## config.mk

```make
export PLATFORM = sky130hd
export DESIGN_NAME = exec_seq
export DESIGN_NICKNAME = d
export VERILOG_FILES = /design/src/rtl/exec_seq_pkg.sv /design/src/rtl/exec_seq_dec.sv /design/src/rtl/exec_seq.sv
export SDC_FILE = /design/constraint.sdc
export NUM_CORES = 1
export LEC_CHECK = 0
export CORE_MARGIN = 2
export CORE_UTILIZATION = 55
export DETAILED_ROUTE_END_ITERATION = 16
export DONT_BUFFER_PORTS = 1
export PLACE_DENSITY = 0.73
export SETUP_SLACK_MARGIN = 0.3
export SLEW_MARGIN = 10
export SYNTH_ARGS = -nofsm -noshare
export SYNTH_HDL_FRONTEND = slang
export SYNTH_HIERARCHICAL = 1
export SYNTH_SLANG_ARGS = --single-unit
```

## constraint.sdc

```tcl
create_clock -name clk -period 3 [get_ports clk]
set_input_delay 0.6 -clock clk [delete_from_list [all_inputs] [get_ports clk]]
set_output_delay 0.6 -clock clk [all_outputs]
set_load 0.1 [all_outputs]
```

## src/rtl/exec_seq_pkg.sv

```systemverilog
// Shared types and encodings for the exec_seq RV32 OP/OP-IMM sequencer.
package exec_seq_pkg;

    typedef enum logic [1:0] {
        StIdle,
        StRead,
        StExec,
        StWb
    } state_e;

    localparam logic [6:0] OpcOp    = 7'b0110011;
    localparam logic [6:0] OpcOpImm = 7'b0010011;

    localparam logic [2:0] F3Add  = 3'b000;
    localparam logic [2:0] F3Xor  = 3'b100;
    localparam logic [2:0] F3Or   = 3'b110;
    localparam logic [2:0] F3And  = 3'b111;
    localparam logic [2:0] F3Hold = 3'b001;

    localparam logic [6:0] F7Zero = 7'b0000000;
    localparam logic [6:0] F7Sub  = 7'b0100000;

    function automatic logic f3_supported(input logic [2:0] f3);
        return (f3 == F3Add) || (f3 == F3Xor) || (f3 == F3Or) || (f3 == F3And);
    endfunction

endpackage

```

## src/rtl/exec_seq_dec.sv

```systemverilog
// Combinational decode and legality check for exec_seq.
// OP-IMM is accepted only when EXEC_SEQ_IMM_EN is defined.
module exec_seq_dec
    import exec_seq_pkg::*;
(
    input  logic [31:0] i_instr,
    output logic        o_legal,
    output logic        o_is_imm,
    output logic [4:0]  o_rs1,
    output logic [4:0]  o_rs2,
    output logic [4:0]  o_rd,
    output logic [2:0]  o_funct3,
    output logic [6:0]  o_funct7,
    output logic [31:0] o_imm
);
    logic [6:0] w_opcode;
    logic [6:0] w_f7_raw;

    assign w_opcode = i_instr[6:0];
    assign w_f7_raw = i_instr[31:25];
    assign o_rs1    = i_instr[19:15];
    assign o_rd     = i_instr[11:7];
    assign o_funct3 = i_instr[14:12];
    assign o_imm    = {{20{i_instr[31]}}, i_instr[31:20]};

    always_comb begin
        o_legal  = 1'b0;
        o_is_imm = 1'b0;
        o_rs2    = i_instr[24:20];
        o_funct7 = w_f7_raw;
        if (w_opcode == OpcOp) begin
            o_legal = f3_supported(o_funct3) &&
                      ((w_f7_raw == F7Zero) || ((w_f7_raw == F7Sub) && (o_funct3 == F3Add)));
`ifdef EXEC_SEQ_IMM_EN
        end else if (w_opcode == OpcOpImm) begin
            // Upper bits belong to the immediate, so there is no SUBI and no rs2 read.
            o_legal  = f3_supported(o_funct3);
            o_is_imm = 1'b1;
            o_rs2    = 5'd0;
            o_funct7 = F7Zero;
`endif
        end
    end

endmodule

```

## src/rtl/exec_seq.sv

```systemverilog
// Four-state sequencer driving register file and external registered ALU.
// Define EXEC_SEQ_IMM_EN to accept OP-IMM instructions.
module exec_seq
    import exec_seq_pkg::*;
#(
    parameter int unsigned XLEN = 32
) (
    input  logic            clk,
    input  logic            rst_n,
    input  logic            instr_valid,
    output logic            instr_ready,
    input  logic [31:0]     instr,
    output logic [4:0]      rf_rs1_addr,
    output logic [4:0]      rf_rs2_addr,
    input  logic [XLEN-1:0] rf_rs1_data,
    input  logic [XLEN-1:0] rf_rs2_data,
    output logic [2:0]      alu_funct3,
    output logic [6:0]      alu_funct7,
    output logic [XLEN-1:0] alu_op_a,
    output logic [XLEN-1:0] alu_op_b,
    input  logic [XLEN-1:0] alu_rd,
    output logic            rf_we,
    output logic [4:0]      rf_wa,
    output logic [XLEN-1:0] rf_wd,
    output logic            busy,
    output logic            illegal
);
    state_e r_state, w_state_next;

    logic        w_legal, w_is_imm, w_accept;
    logic [4:0]  w_rs1, w_rs2, w_rd;
    logic [2:0]  w_funct3;
    logic [6:0]  w_funct7;
    logic [31:0] w_imm;

    logic            r_illegal, r_is_imm;
    logic [4:0]      r_rs1, r_rs2, r_rd;
    logic [2:0]      r_funct3;
    logic [6:0]      r_funct7;
    logic [XLEN-1:0] r_imm, r_op_a, r_op_b;

    exec_seq_dec u_dec (
        .i_instr  (instr),
        .o_legal  (w_legal),
        .o_is_imm (w_is_imm),
        .o_rs1    (w_rs1),
        .o_rs2    (w_rs2),
        .o_rd     (w_rd),
        .o_funct3 (w_funct3),
        .o_funct7 (w_funct7),
        .o_imm    (w_imm)
    );

    assign w_accept = instr_valid && (r_state == StIdle);

    always_ff @(posedge clk or negedge rst_n) begin
        if (!rst_n) begin
            r_state <= StIdle;
        end else begin
            r_state <= w_state_next;
        end
    end

    always_ff @(posedge clk or negedge rst_n) begin
        if (!rst_n) begin
            r_illegal <= 1'b0;
            r_is_imm  <= 1'b0;
            r_rs1     <= '0;
            r_rs2     <= '0;
            r_rd      <= '0;
            r_funct3  <= '0;
            r_funct7  <= '0;
            r_imm     <= '0;
            r_op_a    <= '0;
            r_op_b    <= '0;
        end else begin
            r_illegal <= w_accept && !w_legal;
            if (w_accept && w_legal) begin
                r_is_imm <= w_is_imm;
                r_rs1    <= w_rs1;
                r_rs2    <= w_rs2;
                r_rd     <= w_rd;
                r_funct3 <= w_funct3;
                r_funct7 <= w_funct7;
                r_imm    <= w_imm;
            end
            if (r_state == StRead) begin
                r_op_a <= rf_rs1_data;
                r_op_b <= r_is_imm ? r_imm : rf_rs2_data;
            end
        end
    end

    always_comb begin
        w_state_next = r_state;
        instr_ready  = 1'b0;
        busy         = 1'b1;
        illegal      = r_illegal;
        rf_rs1_addr  = '0;
        rf_rs2_addr  = '0;
        alu_funct3   = F3Hold;
        alu_funct7   = F7Zero;
        alu_op_a     = '0;
        alu_op_b     = '0;
        rf_we        = 1'b0;
        rf_wa        = '0;
        rf_wd        = '0;
        unique case (r_state)
            StIdle: begin
                instr_ready = 1'b1;
                busy        = 1'b0;
                if (w_accept && w_legal) begin
                    w_state_next = StRead;
                end
            end
            StRead: begin
                rf_rs1_addr  = r_rs1;
                rf_rs2_addr  = r_rs2;
                w_state_next = StExec;
            end
            StExec: begin
                alu_funct3   = r_funct3;
                alu_funct7   = r_funct7;
                alu_op_a     = r_op_a;
                alu_op_b     = r_op_b;
                w_state_next = StWb;
            end
            StWb: begin
                // x0 is hardwired zero, so its write is suppressed here.
                rf_we        = (r_rd != 5'd0);
                rf_wa        = r_rd;
                rf_wd        = alu_rd;
                w_state_next = StIdle;
            end
            default: w_state_next = StIdle;
        endcase
    end

endmodule

```

==> out/qor.csv, run 1 <==
metric;value;unit
yosysTopAreaCell;dfrtp_1;
critPathRequiredTime;2400;ps
maxCapViolations;0;
status;finished, violations left;
violations;negative hold slack;
port_buffers;0;
htree_levels;4;
globalRouteMet1Util;0.2864;
holdWs;-105.8;ps
fin_crit;2573;ps
initial_core_util;0.5627;
die_area;12510;sq um
setup_viol;0;
rsz0062_at_grt;true;
yosysMostFrequentCell;dfrtp_1;
multi_input_area;2669;sq um
start_kind;register;
clock_path_buffers;2;
grt_pass1_vias;4221;
fmax;388.7;MHz
ys_types;26;
insertion_delay;400;ps
viasPerCell;5.245;
met3_usage;0.08057;
vias;4007;
seqCellArea;3129;sq um
area_growth;18.42;%
dr.first_iter.drc_count;236;
dieHeight;111.9;um
grt-ovfl-total;0;
antenna_found_initial;1;
ys.flop_type;dfrtp_1;
synth-warning-count;6;
finalSetupTns;0;ps
slowest_delay;420;ps
hold_class;input pin to asynchronous set/reset pin;
wl_per_cell;18.29;um
io_pins;256;
max_slew.worst_pin.slew;1011;ps
busiest_layer;met2;
gp_congestion;0.9868;
synth_top_area_share;0.4889;
synth_area_per_cell;11.63;sq um
synth_common_cells;125 x dfrtp_1, 120 x and2_1, 71 x mux2_2, 61 x buf_4, 35 x nor2_1;
routed_wl;13970;um
clock-sinks;125;
ys_async_sr_fraction;1.000;
ys_seq_elements;125;
num_rows;39;
synth.cell_area;6397;sq um
synth_edf_count;0;
dpl.hpwl;9848;um
ys_top_cells_by_area;dfrtp_1 49%, mux2_2 12%, and2_1 12%, buf_4 7.2%, mux2i_1 5.2%;
finalMaxSlewViolations;0;
fin_skew;5.101;ps
finalHoldViolations;125;
grt_pass1_wl;22230;um
firstDrtPassIters;4;
design.core.area;11370;sq um
drive_above_1_share;0.4122;
path_cells;inv_1, ha_1, buf_4, inv_1, buf_4;
antenna_cells;0;
slew_headroom;0.3258;
yosysSeqAreaShare;0.4889;
r2r_cells;4;
dieWidth;111.9;um
clockRootBuffer;clkbuf_16;
crit_slowest_cell;dfrtp_1;
clkTransAtPathRegs;50;ps
numCtsBuffers;17;
drcViolationCount;0;
ant_nets;0;
nNetsFinal;744;
worstPathMaxFanout;4;
grt_use_total;0.2275;
synth_cells;550;
cp-end-kind;output pin;
arrival;1970;ps
final.fill_count;847;
cts_tree;built;
timing.final.crit_share;0.8575;
grt.met2_usage;0.3636;
grt_max_degree;126;
synth_nets;686;
crit_type;register to output pin;
repair_timing:
item | 4_1_cts | 5_1_grt
endpoints found under the hold margin | 125 | 125
resized for setup | 0 | 1
setup buffers | 0 | 0
setup endpoints to repair | 0 | 1
routing by layer:
layer  vias up  share of wire
li1       1876              -
met1      1960           0.41
met2       149           0.49
met3        20          0.076
met4         2          0.016
met5         -        0.00093
worst paths after layout:
check | startpoint | endpoint | slack, ps
min in group clk | instr[8] | r_rd[1]$_DFFE_PN0P_ | 340
max in group asynchronous | rst_n | r_funct3[1]$_DFFE_PN0P_ | 2890
worst min-delay path | rst_n | r_op_a[3]$_DFFE_PN0N_ | -110
worst min register to register | r_op_a[10]$_DFFE_PN0N_ | r_op_a[10]$_DFFE_PN0N_ | 490
worst max-delay path | r_state[0]$_DFFE_PN0P_ | busy | 430
worst max register to register | r_state[1]$_DFFE_PN0P_ | r_op_a[14]$_DFFE_PN0N_ | 870
worst max-delay path, delay by kind of cell (launching register included):
family / cells / cell delay, ps
adders and majority gates: 1 / 280
buffers and inverters: 4 / 860
DFF: 1 / 420
cell usage in the layout (no fill, tap or decap), types with 3 or more instances in the layout:
| cell type | Yosys | final |
|---|---|---|
| clkbuf_8 | 0 | 6 |
| nor2_1 | 35 | 35 |
| ha_1 | 5 | 3 |
| clkbuf_16 | 0 | 17 |
| mux2i_1 | 33 | 33 |
| a21oi_1 | 32 | 32 |
| dfrtp_1 | 125 | 124 |
| and2_1 | 120 | 120 |
| mux2_2 | 71 | 71 |
| mux2_4 | 20 | 20 |
| inv_1 | 3 | 3 |
| buf_4 | 61 | 130 |
| clkbuf_1 | 16 | 4 |
through the flow:
step,util,worst slack (ps),hold slack [ps],instance area [sq um],std cells
floorplan,-,331.1,304.4,6397,550
global placement,0.6132,504.4,307.3,6972,732
detailed placement,0.6132,442.7,306.2,6972,732
CTS,0.6660,386.6,-128.9,7572,764
global route,0.6663,295.0,-127.9,7576,764
finish,0.6663,427.4,-105.8,7576,764
sequential cells by signal (all words and copies together), names as in the netlist, 2 cells and up:
name,count
r_imm,32
r_rs2,5
r_op_a,32
r_funct3,3
r_op_b,32
r_rs1,5
r_state,2
r_funct7,7
r_rd,5
logic make-up (layout without fill, tap and decap cells):
logic type                 count (synthesis)  count (layout)  share of synthesized area
muxes                                    124             124                     0.2235
buffers and inverters                     95             166                    0.09740
adders and majority gates                  5               5                   0.009779
DFF                                      125             125                     0.4889
AOI/OAI and AO/OA                         35              35                    0.02973
other                                      1               1                  0.0005862
and+or+nand+nor                          165             165                     0.1500
area by class of cell:
cell class	count	share of cell area
Sequential cell	125	0.4130
Timing Repair Buffer	131	0.1303
Inverter	3	0.001486
Clock inverter	5	0.01024
Tap cell	143	0.02362
Multi-Input combinational cell	330	0.3523
Clock buffer	27	0.06903
Power of run 1 is left out: the tool's default activity adds up to more than one toggle a clock period on the data nets, which glitch-free logic cannot reach.
==> run 2, diff against run 1 <==
BUFFER_PORTS_ARGS = -buffer_cell sky130_fd_sc_hd__buf_2   (was unset)
CORE_UTILIZATION = 54   (was 55)
DONT_BUFFER_PORTS = unset   (was 1)
PLACE_DENSITY = 0.91   (was 0.73)
==> run 2 against run 1 <==
The flow now finishes without violations. Cell area up 8.2%. Via count up 13%. Critical path type unchanged. Critical endpoint is now alu_funct3[0]. Sequential cell count unchanged. Clock skew up 3.6 ps. Wire length up 11%. Highest routed layer is now met4.
==> out/qor.csv, run 2 (same netlist as run 1, synthesis figures left out) <==
metric;value;unit
cp-end-kind;output pin;
timing.final.crit_share;0.8844;
grt-ovfl-total;0;
maxCapViolations;0;
firstDrtPassIters;4;
crit-reg2reg-launch;r_state[0]$_DFFE_PN0P_;
worstPathMaxFanout;52;
ant_nets;0;
dpl.hpwl;10680;um
status;complete, no violations;
start_kind;register;
area_growth;28.18;%
clockRootBuffer;clkbuf_16;
grt_max_degree;58;
max_slew.worst_pin.slew;1043;ps
largestRegisters;r_imm (32), r_op_a (32), r_op_b (32);
routed_wl;15450;um
initial_core_util;0.5579;
arrival;2050;ps
viasPerCell;5.034;
final_common_cell;buf_2;
grt_pass1_wl;24750;um
antenna_found_initial;1;
drcViolationCount;0;
setup_viol;0;
dieWidth;112.8;um
slew_headroom;0.3044;
rsz0062_at_grt;true;
worst-r2r-setup-slack;1040;ps
grt_pass1_vias;4820;
wl_per_cell;17.18;um
clkTransAtPathRegs;60;ps
r2r_end;r_rs2[0]$_DFFE_PN0P_;
vias;4526;
fin_crit;2653;ps
dr.first_iter.drc_count;256;
clock-sinks;125;
finalMaxSlewViolations;0;
finalSetupTns;0;ps
dieHeight;112.8;um
crit_type;register to output pin;
numCtsBuffers;17;
port_buffers;255;
drive_above_1_share;0.5205;
fin_skew;8.709;ps
final.fill_count;796;
cts_tree;built;
grt_use_total;0.2485;
fmax;376.9;MHz
clock_path_buffers;2;
design.core.area;11470;sq um
nNetsFinal;878;
num_rows;39;
finalHoldViolations;0;
r2r_cells;5;
insertion_delay;420;ps
gp_congestion;0.8193;
hold_class;input pin to asynchronous set/reset pin;
die_area;12730;sq um
layout_common_cells;185 x buf_2, 124 x dfrtp_1, 120 x and2_1;
io_pins;256;
critPathRequiredTime;2400;ps
htree_levels;4;
## run 2: cell count changes in the layout (fill, tap and decap cells not counted)
cell and delta:
inv_6 +1, clkinv_4 +4, diode_2 +1, clkinv_2 -1
clkinvlp_4 +1, buf_2 +185, buf_12 +1, buf_4 -71
clkbuf_8 -4, clkbuf_1 -3, buf_8 +1, bufinv_16 +3
clkbuf_4 +18, buf_6 -1
## run 2: what timing repair did
item | 4_1_cts | 5_1_grt
buffers inserted | 1 | 0
hold buffers | 0 | 0
setup endpoints to repair | 53 | 29
resized for setup | 52 | 19
## run 2: worst max path at each step
stage / startpoint / end / slack [ps]
after floorplan: r_state[0]$_DFFE_PN0P_ / busy / 330
after global placement: instr[31] / r_imm[13]$_DFFE_PN0P_ / 290
after detailed placement: instr[31] / r_imm[19]$_DFFE_PN0P_ / 230
after CTS: r_state[0]$_DFFE_PN0P_ / alu_funct7[4] / 310
after global routing: r_state[0]$_DFFE_PN0P_ / alu_funct3[0] / 260
final: r_state[0]$_DFFE_PN0P_ / alu_funct3[0] / 350
## run 2: per-layer routing
| metal | wire length (um) | vias to the layer above | track usage |
|---|---|---|---|
| met5 | 0 | - | 0 |
| met4 | 376 | 0 | 0.09675 |
| met3 | 745 | 33 | 0.05731 |
| met2 | 7986 | 140 | 0.4236 |
| met1 | 6338 | 2211 | 0.3084 |
| li1 | - | 2142 | - |
## run 2: area by class of cell
cell class | instances | area, sq um | share of cell area
Sequential cell | 125 | 3129 | 0.3816
Multi-Input combinational cell | 330 | 2669 | 0.3255
Timing Repair Buffer | 265 | 1553 | 0.1894
Clock buffer | 19 | 442.9 | 0.05401
Clock inverter | 13 | 214.0 | 0.02609
Tap cell | 143 | 178.9 | 0.02182
Inverter | 3 | 11.26 | 0.001373
Antenna cell | 1 | 2.502 | 0.0003052
## run 2: through the flow
stage          instance area (sq um)  setup WS, ps  std cells    util  hold slack, ps
6_report                        8200         346.7        899  0.7151           168.7
5_1_grt                         8200         261.1        899  0.7151           205.9
4_1_cts                         8150         309.8        898  0.7107           182.6
3_5_place_dp                    7347         229.1        865  0.6407           487.4
3_3_place_gp                    7347         287.2        865  0.6407           480.1
2_1_floorplan                   6397         331.1        550       -           304.4
## run 2: critical path: stages, from the launching register on
cell,delay (ps)
dfrtp_1,430
inv_1,120
ha_2,210
clkbuf_8,240
nand2b_1,180
buf_2,450
Power of run 2 is left out for the same reason.
==> run 3, diff against run 2 <==
CORE_UTILIZATION = 50   (was 54)
PLACE_DENSITY = 0.85   (was 0.91)
clock period = 2.5 ns   (was 3 ns; I/O delays follow)
==> run 3 against run 2 <==
Global-route usage increased by 3.5 points. Via count grew 10%. Worst setup slack worse by 140 ps. Die area increased by 7.7%. Wire length increased by 36%. Non-clock buffer count grew 26. Sequential share of layout area is 7.8 points lower. Clock skew is 0.71 ps lower. Hold slack got worse by 86 ps. First-iteration DRC count is 18% higher.
==> out/qor.csv, run 3 (same netlist as run 1, synthesis figures left out) <==
metric;value;unit
status;complete, no violations;
nNetsFinal;904;
wl_per_cell;22.12;um
ant_nets;0;
final_common_cell;buf_2;
dpl_cell_area;8049;sq um
finalInstanceArea;10310;sq um
grt_pass1_wl;28660;um
start_kind;register;
fin_crit;2288;ps
routed_wl;21080;um
max_slew.worst_pin.slew;1045;ps
antenna_found_initial;0;
viasPerCell;5.240;
cp-end-kind;output pin;
timing.final.crit_share;0.9153;
post-route-util;0.8207;
crit_path_end;alu_op_a[9];
dieWidth;117.1;um
drive_above_1_share;0.6697;
grt_pass1_vias;5210;
layout_common_cells;130 x buf_2, 123 x dfrtp_1, 108 x buf_12;
io_pins;256;
grt_max_degree;59;
holdWs;82.78;ps
setup_viol;0;
firstDrtPassIters;6;
largestRegisters;r_imm (32), r_op_a (32), r_op_b (32);
area_growth;61.24;%
slew_headroom;0.3035;
arrival;1790;ps
die_area;13720;sq um
clock_path_buffers;2;
worst-r2r-setup-slack;400;ps
worst-path-stages;7;
numCtsBuffers;17;
clkTransAtPathRegs;60;ps
dp_slack;38.28;ps
dr.first_iter.drc_count;301;
grt-ovfl-total;0;
path_cells;inv_2, ha_4, buf_12, buf_12, clkbuf_16, and2_4, buf_12;
initial_core_util;0.5090;
cp_num_buf_inv;5;
pwr_density_cell;1578;nW/um^2
insertion_delay;420;ps
htree_levels;4;
dieHeight;117.1;um
r2r_end;r_op_a[18]$_DFFE_PN0N_;
gp_congestion;0.9008;
crit-reg2reg-launch;r_state[1]$_DFFE_PN0P_;
grt_use_total;0.2837;
fmax;437.0;MHz
critPathMostFrequentCell;buf_12;
dpl.hpwl;11400;um
final.fill_count;630;
antenna_cells;0;
p_total;16.28;mW
cp_top_family;buffers and inverters;
fin_skew;7.997;ps
worstPathMaxFanout;5;
critPathRequiredTime;2000;ps
r2r_cells;5;
vias;4994;
cts_tree;built;
peakVddDrop;1.163;mV
crit_slowest_cell;dfrtp_1;
placedCellCount;896;
finalHoldViolations;0;
clockRootBuffer;clkbuf_16;
drcViolationCount;0;
worst_slack;211.7;ps
finalSetupTns;0;ps
crit_type;register to output pin;
cp-startpoint;r_state[0]$_DFFE_PN0P_;
rsz0062_at_grt;true;
slowest_delay;390;ps
fin_cells;953;
finalMaxSlewViolations;0;
num_rows;41;
power.leakage;4.935;nW
clock-sinks;125;
hold_class;input pin to asynchronous set/reset pin;
maxCapViolations;0;
port_buffers;255;
design.core.area;12570;sq um
run 3: worst min-delay path by stage:
stage | endpoint | slack [ps] | cells after the start
3_5_place_dp | r_op_a[22]$_DFFE_PN0N_ | 490 | 1
2_1_floorplan | illegal$_DFF_PN0_ | 200 | 0
5_1_grt | r_op_a[2]$_DFFE_PN0N_ | 130 | 1
3_3_place_gp | r_op_a[6]$_DFFE_PN0N_ | 480 | 1
4_1_cts | r_op_a[2]$_DFFE_PN0N_ | 80 | 1
6_report | r_op_a[2]$_DFFE_PN0N_ | 80 | 1
run 3: repair_timing:
action | CTS | global route
pin swaps | 0 | 8
cloned | 3 | 6
endpoints found under the hold margin | 0 | 0
setup endpoints to repair | 124 | 124
setup buffers | 9 | 7
resized for setup | 348 | 47
hold buffers | 0 | 0
run 3: routing by layer:
metal / wire, um / part of all wire / GRT usage
met1: 8058 / 0.38 / 0.3339
met4: 779 / 0.037 / 0.1184
met3: 1165 / 0.055 / 0.07518
met2: 11080 / 0.53 / 0.4929
met5: 0 / 0 / 0
run 3: power breakdown:
part	total, mW	internal (mW)	switching (mW)
Clock	2.50	1.62	0.880
Sequential	2.97	2.59	0.381
Combinational	10.8	4.08	6.72
Total	16.3	8.29	7.98
run 3: final cells by class:
| class | instances | area [sq um] | share of cell area |
|---|---|---|---|
| multi-input combinational | 330 | 2882 | 0.2794 |
| sequential | 125 | 3131 | 0.3035 |
| tap | 172 | 215.2 | 0.02086 |
| clock buffer | 26 | 519.2 | 0.05034 |
| timing repair buffer | 291 | 3477 | 0.3371 |
| clock inverter | 6 | 80.08 | 0.007763 |
| inverter | 3 | 11.26 | 0.001092 |
No activity file was read; power rests on OpenSTA's default activity.
